**src/rtl/muldiv_unit_if.sv**
```systemverilog
// ----------------------------------------------------------------------------
// muldiv_unit_if
//   Bundles the register-file-side signals of the multiply/divide unit.
//
//   master (issuing pipeline / writeback):
//     start, op, busA, busB, wr_hi, wr_lo, wdata  -> unit
//     hi, lo, busy, done                          <- unit
//   slave (muldiv_unit): the reverse directions.
//
//   op encoding: 00 MULT, 01 MULTU, 10 DIV, 11 DIVU.
// ----------------------------------------------------------------------------
interface muldiv_unit_if #(
    parameter int WIDTH = 32
);
    logic             start;
    logic [1:0]       op;
    logic [WIDTH-1:0] busA;
    logic [WIDTH-1:0] busB;
    logic             wr_hi;
    logic             wr_lo;
    logic [WIDTH-1:0] wdata;
    logic [WIDTH-1:0] hi;
    logic [WIDTH-1:0] lo;
    logic             busy;
    logic             done;

    modport master (
        output start, op, busA, busB, wr_hi, wr_lo, wdata,
        input  hi, lo, busy, done
    );

    modport slave (
        input  start, op, busA, busB, wr_hi, wr_lo, wdata,
        output hi, lo, busy, done
    );
endinterface

```
**src/rtl/muldiv_unit.sv**
```systemverilog
// ----------------------------------------------------------------------------
// muldiv_unit
//   Iterative radix-2 multiply/divide unit holding the architectural HI/LO
//   registers. Signed operations run on operand magnitudes; the result signs
//   are latched at launch and applied in a single fix-up cycle.
//
//   Ports:
//     clock  rising-edge clock
//     reset  asynchronous, active-low reset
//     bus    muldiv_unit_if.slave
//              start/op/busA/busB : launch MULT/MULTU/DIV/DIVU (idle only)
//              wr_hi/wr_lo/wdata  : MTHI/MTLO (idle only)
//              hi/lo              : HI/LO registers
//              busy/done          : operation in progress / completion pulse
//
//   Latency: start sampled at edge 0 -> WIDTH iteration edges -> FIX at
//   edge WIDTH+1 writes HI/LO, pulses done and drops busy.
// ----------------------------------------------------------------------------
module muldiv_unit #(
    parameter int WIDTH = 32
) (
    input  logic          clock,
    input  logic          reset,
    muldiv_unit_if.slave  bus
);

    localparam int CW = $clog2(WIDTH);

    typedef enum logic [1:0] {
        IDLE,
        CALC,
        FIX
    } state_t;

    state_t             state;
    logic               is_div_q;   // latched op[1]
    logic               neg_q;      // product / quotient sign
    logic               rneg_q;     // remainder sign (dividend sign)
    logic               dz_q;       // divide by zero
    logic [WIDTH-1:0]   araw_q;     // busA as latched, for divide by zero
    logic [WIDTH-1:0]   m_q;        // multiplicand or divisor magnitude
    logic [2*WIDTH-1:0] acc;        // mult: {partial, multiplier}; div: {rem, quo}
    logic [CW-1:0]      cnt;
    logic [WIDTH-1:0]   hi_q;
    logic [WIDTH-1:0]   lo_q;
    logic               busy_q;
    logic               done_q;

    // ------------------------------------------------------------------
    // Launch-time operand conditioning
    // ------------------------------------------------------------------
    logic             in_signed;
    logic             in_div;
    logic             a_neg;
    logic             b_neg;
    logic [WIDTH-1:0] a_mag;
    logic [WIDTH-1:0] b_mag;

    always_comb begin
        in_signed = ~bus.op[0];
        in_div    = bus.op[1];
        a_neg     = in_signed & bus.busA[WIDTH-1];
        b_neg     = in_signed & bus.busB[WIDTH-1];
        // The most negative value maps onto itself, which is the correct
        // unsigned magnitude, so no special case is needed.
        a_mag     = a_neg ? -bus.busA : bus.busA;
        b_mag     = b_neg ? -bus.busB : bus.busB;
    end

    // ------------------------------------------------------------------
    // Iteration step datapath
    // ------------------------------------------------------------------
    logic [WIDTH:0]     mul_sum;
    logic [2*WIDTH-1:0] mul_next;
    logic [WIDTH:0]     div_shift;
    logic [WIDTH:0]     div_diff;
    logic               div_ge;
    logic [2*WIDTH-1:0] div_next;

    always_comb begin
        // Shift-add: conditionally add the multiplicand into the upper half
        // (keeping the carry), then shift the whole accumulator right.
        mul_sum  = {1'b0, acc[2*WIDTH-1:WIDTH]} + {1'b0, m_q};
        mul_next = acc[0] ? {mul_sum, acc[WIDTH-1:1]}
                          : {1'b0, acc[2*WIDTH-1:1]};

        // Restoring divide: shift the next dividend bit into the remainder
        // and keep the difference only when it does not go negative.
        div_shift = {acc[2*WIDTH-1:WIDTH], acc[WIDTH-1]};
        div_diff  = div_shift - {1'b0, m_q};
        div_ge    = (div_shift >= {1'b0, m_q});
        div_next  = div_ge ? {div_diff[WIDTH-1:0], acc[WIDTH-2:0], 1'b1}
                           : {acc[2*WIDTH-2:0], 1'b0};
    end

    // ------------------------------------------------------------------
    // Sign fix-up
    // ------------------------------------------------------------------
    logic [2*WIDTH-1:0] prod_fix;
    logic [WIDTH-1:0]   quo_fix;
    logic [WIDTH-1:0]   rem_fix;

    always_comb begin
        prod_fix = neg_q  ? -acc : acc;
        quo_fix  = neg_q  ? -acc[WIDTH-1:0]       : acc[WIDTH-1:0];
        rem_fix  = rneg_q ? -acc[2*WIDTH-1:WIDTH] : acc[2*WIDTH-1:WIDTH];
    end

    // ------------------------------------------------------------------
    // Control FSM and HI/LO
    // ------------------------------------------------------------------
    always_ff @(posedge clock or negedge reset) begin
        if (!reset) begin
            state    <= IDLE;
            is_div_q <= 1'b0;
            neg_q    <= 1'b0;
            rneg_q   <= 1'b0;
            dz_q     <= 1'b0;
            araw_q   <= '0;
            m_q      <= '0;
            acc      <= '0;
            cnt      <= '0;
            hi_q     <= '0;
            lo_q     <= '0;
            busy_q   <= 1'b0;
            done_q   <= 1'b0;
        end else begin
            case (state)
                IDLE: begin
                    done_q <= 1'b0;
                    // MTHI/MTLO land now even if an operation launches on
                    // the same edge; FIX overwrites both later.
                    if (bus.wr_hi) hi_q <= bus.wdata;
                    if (bus.wr_lo) lo_q <= bus.wdata;
                    if (bus.start) begin
                        is_div_q <= in_div;
                        neg_q    <= a_neg ^ b_neg;
                        rneg_q   <= a_neg;
                        dz_q     <= in_div & (bus.busB == '0);
                        araw_q   <= bus.busA;
                        // Multiply runs multiplier bits out of the low half;
                        // divide runs dividend bits out of the low half.
                        m_q      <= in_div ? b_mag : a_mag;
                        acc      <= {{WIDTH{1'b0}}, (in_div ? a_mag : b_mag)};
                        cnt      <= '0;
                        busy_q   <= 1'b1;
                        state    <= CALC;
                    end
                end

                CALC: begin
                    acc <= is_div_q ? div_next : mul_next;
                    if (cnt == CW'(WIDTH - 1)) begin
                        state <= FIX;
                    end else begin
                        cnt <= cnt + 1'b1;
                    end
                end

                FIX: begin
                    if (!is_div_q) begin
                        hi_q <= prod_fix[2*WIDTH-1:WIDTH];
                        lo_q <= prod_fix[WIDTH-1:0];
                    end else if (dz_q) begin
                        hi_q <= araw_q;
                        lo_q <= '1;
                    end else begin
                        hi_q <= rem_fix;
                        lo_q <= quo_fix;
                    end
                    done_q <= 1'b1;
                    busy_q <= 1'b0;
                    state  <= IDLE;
                end

                default: begin
                    state  <= IDLE;
                    busy_q <= 1'b0;
                    done_q <= 1'b0;
                end
            endcase
        end
    end

    assign bus.hi   = hi_q;
    assign bus.lo   = lo_q;
    assign bus.busy = busy_q;
    assign bus.done = done_q;

endmodule

```
**src/flat_wrapper.sv**
```systemverilog
// flat-port wrapper written by rule: the top's interface ports become plain ports
module muldiv_unit_flat 
#(
    parameter int WIDTH = 32
)
  (clock, reset, bus_start, bus_op, bus_busA, bus_busB, bus_wr_hi, bus_wr_lo, bus_wdata, bus_hi, bus_lo, bus_busy, bus_done);
  muldiv_unit_if #(.WIDTH(WIDTH)) bus_i ();
  input  logic clock;
  input  logic reset;
  input wire logic [$bits(bus_i.start)-1:0] bus_start;
  input wire logic [$bits(bus_i.op)-1:0] bus_op;
  input wire logic [$bits(bus_i.busA)-1:0] bus_busA;
  input wire logic [$bits(bus_i.busB)-1:0] bus_busB;
  input wire logic [$bits(bus_i.wr_hi)-1:0] bus_wr_hi;
  input wire logic [$bits(bus_i.wr_lo)-1:0] bus_wr_lo;
  input wire logic [$bits(bus_i.wdata)-1:0] bus_wdata;
  output wire logic [$bits(bus_i.hi)-1:0] bus_hi;
  output wire logic [$bits(bus_i.lo)-1:0] bus_lo;
  output wire logic [$bits(bus_i.busy)-1:0] bus_busy;
  output wire logic [$bits(bus_i.done)-1:0] bus_done;
  assign bus_i.start = bus_start;
  assign bus_i.op = bus_op;
  assign bus_i.busA = bus_busA;
  assign bus_i.busB = bus_busB;
  assign bus_i.wr_hi = bus_wr_hi;
  assign bus_i.wr_lo = bus_wr_lo;
  assign bus_i.wdata = bus_wdata;
  assign bus_hi = bus_i.hi;
  assign bus_lo = bus_i.lo;
  assign bus_busy = bus_i.busy;
  assign bus_done = bus_i.done;
  muldiv_unit #(.WIDTH(WIDTH)) u_core (.clock(clock), .reset(reset), .bus(bus_i));
endmodule
```
**config.mk**
```make
export PLATFORM = sky130hd
export DESIGN_NAME = muldiv_unit_flat
export DESIGN_NICKNAME = d
export VERILOG_FILES = /design/src/rtl/muldiv_unit_if.sv /design/src/rtl/muldiv_unit.sv /design/src/flat_wrapper.sv
export SDC_FILE = /design/constraint.sdc
export NUM_CORES = 1
export LEC_CHECK = 0
export CORE_MARGIN = 2
export CORE_UTILIZATION = 30
export DETAILED_ROUTE_END_ITERATION = 6
export GPL_TIMING_DRIVEN = 0
export HOLD_SLACK_MARGIN = 0.05
export PLACE_DENSITY_LB_ADDON = 0.08
export SETUP_SLACK_MARGIN = 0.2
export SLEW_MARGIN = 10
export SYNTH_ARGS = -nofsm -noshare
export SYNTH_HDL_FRONTEND = slang
export SYNTH_SLANG_ARGS = --single-unit
export TNS_END_PERCENT = 30
```
**constraint.sdc**
```tcl
create_clock -name clock -period 3.2 [get_ports clock]
set_input_delay 0.64 -clock clock [delete_from_list [all_inputs] [get_ports clock]]
set_output_delay 0.64 -clock clock [all_outputs]
set_load 0.1 [all_outputs]
```
======== Word level (Yosys, flattened, before mapping) ========
Index checks and enable logic that the tools add are counted.
storage, ports and cells
  register bits after elaboration ......... 205
  bits of input ports ..................... 103
operators by class
  $add $sub $neg .......................... 8
  order comparisons ....................... 1
  eq/ne operators ......................... 8
  mux-type cells .......................... 29
  bitwise gates (word level) .............. 6
  reduce and logical (&&, ||, !) cells .... 11
operator list
  kind                 count
  $mux 32              12
  $mux 64              5
  $neg 32->32          4
  $pmux 32 s2          2
  $pmux 64 s2          1
  $neg 64->64          1
  $add 32x32->33       1
  $ge 33x32->1         1
  $logic_not 32->1     1
  $sub 32x32->32       1
  $reduce_and 2->1     6
  $mux 5               2
  $pmux 5 s2           1
  $ne 2x2->1 const B   4
  $add 5x1->5 const B  1
  $eq 5x5->1 const B   1
  $mux 2               2
  $pmux 1 s2           2
  $pmux 2 s2           1
  $reduce_bool 2->1    2
  $and 1x1->1          3
  $reduce_and 3->1     1
  $eq 2x1->1 const B   1
  $eq 2x2->1 const B   1
  other kinds (5)      6

======== Longest topological paths before layout ========
Gate-level depths: netlist of the first run.
  word-level depth ........................ 6
  mapped depth ............................ 14
  gate-level depth less buffers ........... 13

======== Worst setup path after synthesis of the first run ========
No wires, ideal clock.
  kind .................................... reg-to-reg
  start point ............................. reg u_core.acc[32]
  end point ............................... reg u_core.acc[37]
  setup time .............................. 0.122 ns
  data arrival time ....................... 3.054 ns
  path slack .............................. 0.024 ns
  cell stages (with the launch flop) ...... 13
  path buffers ............................ 2
  clock period less this slack ............ 3.176 ns
  cell sequence ........................... dfrtp_1 ha_1 nor2b_1 o31a_1 o311a_1 nor3_1 o21ai_1 a21bo_2 buf_2 buf_2 mux2i_1 nand2_1 a32o_1
between the ends
  longest elaborated chain between the ends .. 4
RTL lines
  element                                 line                                  RTL
  from (decl)                             muldiv_unit.sv:42                     logic [2*WIDTH-1:0] acc;
  from (signal assigned)                  muldiv_unit.sv:144                    acc <= {{WIDTH{1'b0}}, (in_div ? a_mag : b_mag)};
  from (signal assigned)                  muldiv_unit.sv:152                    acc <= is_div_q ? div_next : mul_next;
  $add 32x32->33 (tied with other cells)  muldiv_unit.sv:83                     mul_sum = {1'b0, acc[2*WIDTH-1:WIDTH]} + {1'b0, m_q};
  $mux 64 (on tied branches)              muldiv_unit.sv:84, muldiv_unit.sv:92
  $mux 64 *                               muldiv_unit.sv:152
  $pmux 64 s2 *                           muldiv_unit.sv:128                    case (state)
Every way passes the cells marked *; elsewhere a longest branch is shown, timed or not.
A chain may end at the register's enable or synchronous reset.

======== Worst setup path in the final report of the first run ========
  start point ............................. reg u_core.acc[22]
  end point ............................... reg u_core.hi_q[0], in the netlist u_core.bus.hi[0]
between the ends
  longest elaborated chain between the ends .. 4
RTL lines
  element               line                RTL
  $neg 64->64           muldiv_unit.sv:104  prod_fix = neg_q ? -acc : acc;
  $mux 64               muldiv_unit.sv:104
  $mux 32               muldiv_unit.sv:161  if (!is_div_q) begin
  $pmux 32 s2           muldiv_unit.sv:128
  to (signal assigned)  muldiv_unit.sv:133  if (bus.wr_hi) hi_q <= bus.wdata;
  to (signal assigned)  muldiv_unit.sv:162  hi_q <= prod_fix[2*WIDTH-1:WIDTH];
  to (signal assigned)  muldiv_unit.sv:165  hi_q <= araw_q;
  to (decl)             muldiv_unit.sv:44   logic [WIDTH-1:0] hi_q;
No other way between the ends.

==> results of run 1 <==
-- area by class of cell --
type / count / area, µm²
Antenna cell: 3 / 7.51
Buffer: 176 / 940
Clock buffer: 38 / 788
Clock inverter: 14 / 159
Fill cell: 6063 / 34300
Inverter: 72 / 275
Multi-Input combinational cell: 1852 / 12500
Sequential cell: 205 / 5150
Tap cell: 765 / 957
Timing Repair Buffer: 261 / 2550
-- flip-flops by register name (all words and copies together), names as in the netlist --
name,count
u_core.acc,64
u_core.araw_q,32
u_core.bus.busy,1
u_core.bus.done,1
u_core.bus.hi,32
u_core.bus.lo,32
u_core.cnt,5
u_core.dz_q,1
u_core.is_div_q,1
u_core.m_q,32
u_core.neg_q,1
u_core.rneg_q,1
u_core.state,2
-- stage by stage --
step	hold slack, ns	setup slack, ns
CTS	0.484	0.0196
floorplan	0.344	0.203
global placement	0.467	-8.88
finish	0.435	0.0728
detailed placement	0.471	-1.52
global route	0.434	0.0152
-- cell usage in the layout, fill, tap and decap left out, types with 77 or more instances in the layout --
cell             netlist  routed
o21ai_0              245     204
nand2_1              357     354
clkdlybuf4s50_1        0     159
buf_4                  1      77
a21oi_1              192     174
clkbuf_1             145     113
dfrtp_1              205     185
nor2_1               166     160
mux2i_1               82      81
xnor2_1              127     123
-- path summary, 6_finish.rpt --
path	from	end
max	u_core.acc[22]	u_core.bus.hi[0]
min	bus_busA[14]	u_core.araw_q[14]
max reg2reg	u_core.acc[22]	u_core.bus.hi[0]
min reg2reg	u_core.bus.lo[26]	u_core.bus.lo[26]
max in group asynchronous	reset	u_core.m_q[21]
min in group asynchronous	reset	u_core.bus.lo[1]
-- metal layers --
metal  vias to the layer above  track usage (%)
met1                      9567             41.6
met2                       788             45.7
met3                       143             3.78
met5                         -                0
li1                       8781                -
met4                         0             10.1
-- repair_timing --
| item | in CTS | in global routing |
|---|---|---|
| hold endpoints to repair | 55 | 0 |
| cloned | 1 | 1 |
| hold buffers | 1 | 0 |
| pin swaps | 80 | 63 |
| gates resized for setup | 266 | 134 |
| endpoints found under the setup margin | 163 | 108 |
| setup buffers | 43 | 45 |
-- logic make-up after synthesis --
| logic type | after synthesis |
|---|---|
| compound gates | 713 |
| xor+xnor | 202 |
| fa+ha+maj | 72 |
| buf+inv | 248 |
| flops | 205 |
| mux | 91 |
| simple gates | 774 |
-- worst max-delay path, stage by stage, from the launching register on --
cell      delay, ns
dfrtp_2        0.45
or4_4          0.55
or3b_4         0.42
buf_4          0.16
nor4_4         0.34
and2_4         0.30
buf_6          0.13
nor3_4         0.04
mux2i_1        0.14
a311oi_2       0.37
o21ai_1        0.10
==> impl_results.md, run 1 <==
- Synth unique cells: between 70 and 80
- First-pass GRT wire length: between 100 and 150 mm
- Initial DRC count: between 1.5k and 2k
- Initial Util: a little under a third
- Register area share after synthesis: about 29%
- CTS root buf: clkbuf_16
- Worst Hold Path Cells: 3
- Post-Synth Adder-Cell Area: 5.22%
- RSZ-0062 raised after global routing: yes
- Post-route design area: about 23000 µm²
- Number of I/O pins: about 170
- FMAX: 320 MHz
- Largest family of logic cells by synthesized area: compound AO/OA/AOI/OAI gates
- Remaining DRCs: 0
- Top post-synthesis cells by area: dfrtp_1, nand2_1, o21ai_0, xnor2_1, a21oi_1
- Met3 Wirelength: between 6 and 7 mm
- Slew margin rel.: ~8.5%
- CP Launch Type: flip-flop
- Detailed Place HPWL: 71.3 mm
- Nets: 2771
- WL met2: about 40 mm
- Number of iterations in the first detailed-routing pass: 7
- Mapped Avg Cell Area: approximately 7.6 µm²
- Post-synthesis xor/xnor area fraction: between 10 and 15%
- Final Setup Violations: 0
- Arrival time worst endpoint: ~3.6 ns
- GPL Wtd Cong: between 0.9 and 1
- Post-Syn Instances: 2305
- Outcome: finished clean
- Core area: 57700 µm²
- Setup tns final: 0 ns
- Number of synthesized register bits: 205
- HP Class: in -> reg
- Count leader, synth: nand2_1
- Max_cap viols: 0
- DR WL/cell: 26.9 µm
- Mux contribution to synthesized area: between 5 and 6%
- Endpoint class of the critical path: flip-flop
- Yosys top cell area share: between 20% and 30%
- Sink Count: around 210
- Critical Path RT: around 3.7 ns
- Hold Fails Final Rpt: 0
- H-tree depth: 1
- Via density: between 5 and 6
- Die span in x: 246 µm
- Worst Skew: around 0.022 ns
- CTS buffer count: 28
- R2R Setup Slk: 0.07 ns
- Die height: 246 µm
- Syn_nets: ~2.5k
- Main synth FF type: dfrtp_1
- Clock buffer depth: 3
- Fin util: between 40% and 50%
- Compound-gate portion of the synthesized area: between 20% and 30%
- Top post-synthesis cells by count: nand2_1, o21ai_0, dfrtp_1, a21oi_1, nor2_1
- Synth-to-Final Area Change: 33.2%
- Post-route ant nets: 0
- Synth Area in Simple Gates: approximately a fifth
- Std-Cell Rows: 88
- Final WL: 90.9 mm
- Mapped Area: approximately 18000 µm²
- Antenna violations before repair: 6
- Async SR Flop Fraction: 100%
- Total global routing overflow: 0
- Leading area contributor after synthesis: dfrtp_1
- Worst slew pin tran: 1.37 ns
- EDFF count, synth: 0
- Met1 WL: slightly above 40 mm
- Cell Count, Final, Fillers Out: 3386
- Die Footprint: 60400 µm²
- Placed inst area: about 20000 µm²
- Final min period: 3.13 ns
- Ratio of cells with drive above 1 in the final layout: roughly 16%
- Top Metal Used: met4
- Max-slew violation count: 0
- GRT Util Overall: about 29%
- Largest net degree at the start of global routing: 80
- CTS clock-pin slew for the worst setup and hold paths: 0.06 ns
- Period Utilization, post-route: about 100%
- Placed cell count: ~3.2k
- TritonCTS clock tree: yes
- R2R depth: 10
- Insertion delay to the later sink of the worst-skew pair: between 0.5 and 0.6 ns
- Crit Path Category: reg -> reg
- Synth warn: 0
- Vias: around 19k
- Crit path max fanout: 6
- Vias in the first global route: 18.5k
- Port Buffers: approximately 170
Power of run 1 is left out: the tool's default activity adds up to more than one toggle a clock period on the data nets, which glitch-free logic cannot reach.
==> run 2: changes to the inputs <==
--- a/config.mk
+++ b/config.mk
@@ -5,8 +5,11 @@
 export SDC_FILE = /design/constraint.sdc
 export NUM_CORES = 1
 export LEC_CHECK = 0
+export CELL_PAD_IN_SITES_DETAIL_PLACEMENT = 1
+export CELL_PAD_IN_SITES_GLOBAL_PLACEMENT = 1
 export CORE_MARGIN = 2
 export CORE_UTILIZATION = 30
+export CTS_CLUSTER_DIAMETER = 100
 export DETAILED_ROUTE_END_ITERATION = 6
 export GPL_TIMING_DRIVEN = 0
 export HOLD_SLACK_MARGIN = 0.05
==> run 2 against run 1 <==
Against the previous run: clock skew is 0.0085 ns higher; register-to-register slack hardly changed; wire length is 6.5% higher; die area stayed put; utilization is 0.25 points higher; global-route usage is 2.0 points higher; worst setup slack worse by 0.0099 ns; non-clock buffer count is 5 higher; cell area is 0.61% higher; via count is 1.7% higher; worst hold slack worse by 0.029 ns.
==> impl_results.md, run 2 (same netlist as run 1, synthesis figures left out) <==
- FMAX: 319 MHz (was 320 MHz)
- Final WS setup: 0.0629 ns (was 0.0728 ns)
- RR Endpoint: u_core.bus.hi[22] (was u_core.bus.hi[0])
- Die height: 246 µm (unchanged)
- Post-route ant nets: 0 (unchanged)
- Clock buffer depth: 3 (unchanged)
- CP Launch Type: flip-flop (unchanged)
- Vias: 19.6k (was 19.3k)
- Total global routing overflow: 0 (unchanged)
- Max_cap viols: 0 (unchanged)
- CTS root buf: clkbuf_16 (unchanged)
- Max reg flops: 64 (unchanged)
- TritonCTS clock tree: yes (unchanged)
- Synth-to-Final Area Change: 34.0% (was 33.2%)
- Critical Path RT: 3.67 ns (about the same)
- Reg2reg start: u_core.is_div_q (was u_core.acc[22])
- Std-Cell Rows: 88 (unchanged)
- Slew margin rel.: 8.30% (was 8.51%)
- Number of iterations in the first detailed-routing pass: 5 (was 7)
- HP Class: in -> reg (unchanged)
- R2R depth: 7 (was 10)
- Crit path max fanout: 10 (was 6)
- Period Utilization, post-route: 98.0% (was 97.7%)
- Detailed Place HPWL: 75.9 mm (was 71.3 mm)
- Core area: 57700 µm² (unchanged)
- Final WL: 96.9 mm (was 90.9 mm)
- Via density: 5.79 (was 5.69)
- Nets: 2775 (was 2771)
- WHS: 0.406 ns (was 0.435 ns)
- Antenna violations before repair: 3 (was 6)
- Remaining DRCs: 0 (unchanged)
- Outcome: finished clean (unchanged)
- Post-route design area: 23500 µm² (was 23400 µm²)
- GPL Wtd Cong: 0.951 (was 0.963)
- Ratio of cells with drive above 1 in the final layout: 16.6% (was 15.9%)
- Number of I/O pins: 169 (unchanged)
- Worst Hold Path Cells: 3 (unchanged)
- Die span in x: 246 µm (unchanged)
- Max-slew violation count: 0 (unchanged)
- Commonest non-fill, non-tap cell in the layout: nand2_1 (unchanged)
- DR WL/cell: 28.6 µm (was 26.9 µm)
- Pre-CTS setup slack: -1.43 ns (was -1.52 ns)
- First-pass GRT wire length: 139 mm (was 130 mm)
- Worst Hold Endpoint: u_core.araw_q[11] (was u_core.araw_q[14])
- Worst slew pin tran: 1.38 ns (was 1.37 ns)
- R2R Setup Slk: 0.06 ns (was 0.07 ns)
- Sink Count: 205 (unchanged)
- Worst Skew: 0.0304 ns (was 0.0219 ns)
- Final min period: 3.14 ns (was 3.13 ns)
- Placed inst area: 20300 µm² (was 20200 µm²)
- Final Setup Violations: 0 (unchanged)
- Hold Fails Final Rpt: 0 (unchanged)
- Arrival time worst endpoint: 3.61 ns (was 3.59 ns)
- Endpoint class of the critical path: flip-flop (unchanged)
- Biggest register: u_core.acc (unchanged)
- Insertion delay to the later sink of the worst-skew pair: 0.60 ns (was 0.59 ns)
- GRT Util Overall: 31.4% (was 29.4%)
- Crit Path Category: reg -> reg (unchanged)
- Most frequent cells in the layout: nand2_1, o21ai_0, dfrtp_1 (unchanged)
- Die Footprint: 60400 µm² (unchanged)
- Largest net degree at the start of global routing: 98 (was 80)
- Hold path start: bus_busA[11] (was bus_busA[14])
- RSZ-0062 raised after global routing: yes (unchanged)
- Fin util: 40.7% (was 40.5%)
- CTS clock-pin slew for the worst setup and hold paths: 0.06 ns (about the same)
- Initial DRC count: 1399 (was 1649)
- Vias in the first global route: 19.9k (was 18.5k)
- CTS buffer count: 27 (was 28)
- Initial Util: 30.4% (unchanged)
- Port Buffers: 168 (unchanged)
- H-tree depth: 1 (unchanged)
## run 2: cell count changes in the layout (fill, tap and decap cells not counted), moves of 4 or more
cell,before,now
clkdlybuf4s50_1,159,151
ha_2,10,5
clkbuf_4,7,2
dlygate4sd2_1,4,9
ha_1,52,59
clkinv_2,7,3
## run 2: what timing repair did
item | 4_1_cts | 5_1_grt
hold buffers | 1 | 0
setup endpoints to repair | 171 | 109
cloned | 2 | 1
hold endpoints to repair | 15 | 0
gates resized for setup | 221 | 219
setup buffers | 52 | 40
pin swaps | 50 | 93
## run 2: worst max path at each step
stage,depth (start not counted),start,endpoint
2_1_floorplan,12,u_core.acc[32],u_core.acc[37]
5_1_grt,14,u_core.m_q[25],u_core.acc[37]
3_5_place_dp,12,u_core.acc[0],u_core.bus.hi[0]
6_report,7,u_core.is_div_q,u_core.bus.hi[22]
4_1_cts,10,u_core.acc[34],u_core.bus.hi[27]
3_3_place_gp,1,reset,u_core.acc[32]
## run 2: cell type report
class | count | area, µm²
fill | 6923 | 34200
multi-input combinational | 1852 | 12700
sequential | 205 | 5150
timing repair buffer | 266 | 2610
tap | 765 | 957
buffer | 176 | 923
clock buffer | 39 | 791
inverter | 72 | 270
clock inverter | 11 | 115
antenna | 1 | 2.50
## run 2: worst max-delay path, stage by stage (launching register included)
cell	delay [ns]
dfrtp_1	0.32
clkbuf_1	0.50
clkbuf_2	0.50
clkbuf_2	0.44
clkbuf_1	0.72
a21oi_1	0.17
o21ai_1	0.26
nand2_1	0.11
## run 2: per-layer routing
layer / vias up / part of all wire (%) / track usage, %
met1: 9980 / 44 / 42.7
met3: 178 / 6.0 / 3.89
met5: - / 0 / 0
met4: 0 / 4.2 / 11.2
met2: 658 / 46 / 50.9
li1: 8783 / - / -
## run 2: metrics by stage
| step | instances | setup TNS [ns] |
|---|---|---|
| 4_1_cts | 3345 | 0 |
| 3_5_place_dp | 3240 | -92.76 |
| 6_report | 3387 | 0 |
| 2_1_floorplan | 2305 | 0 |
| 5_1_grt | 3386 | -0.0830 |
| 3_3_place_gp | 3238 | -1749.63 |
Power of run 2 is left out for the same reason.
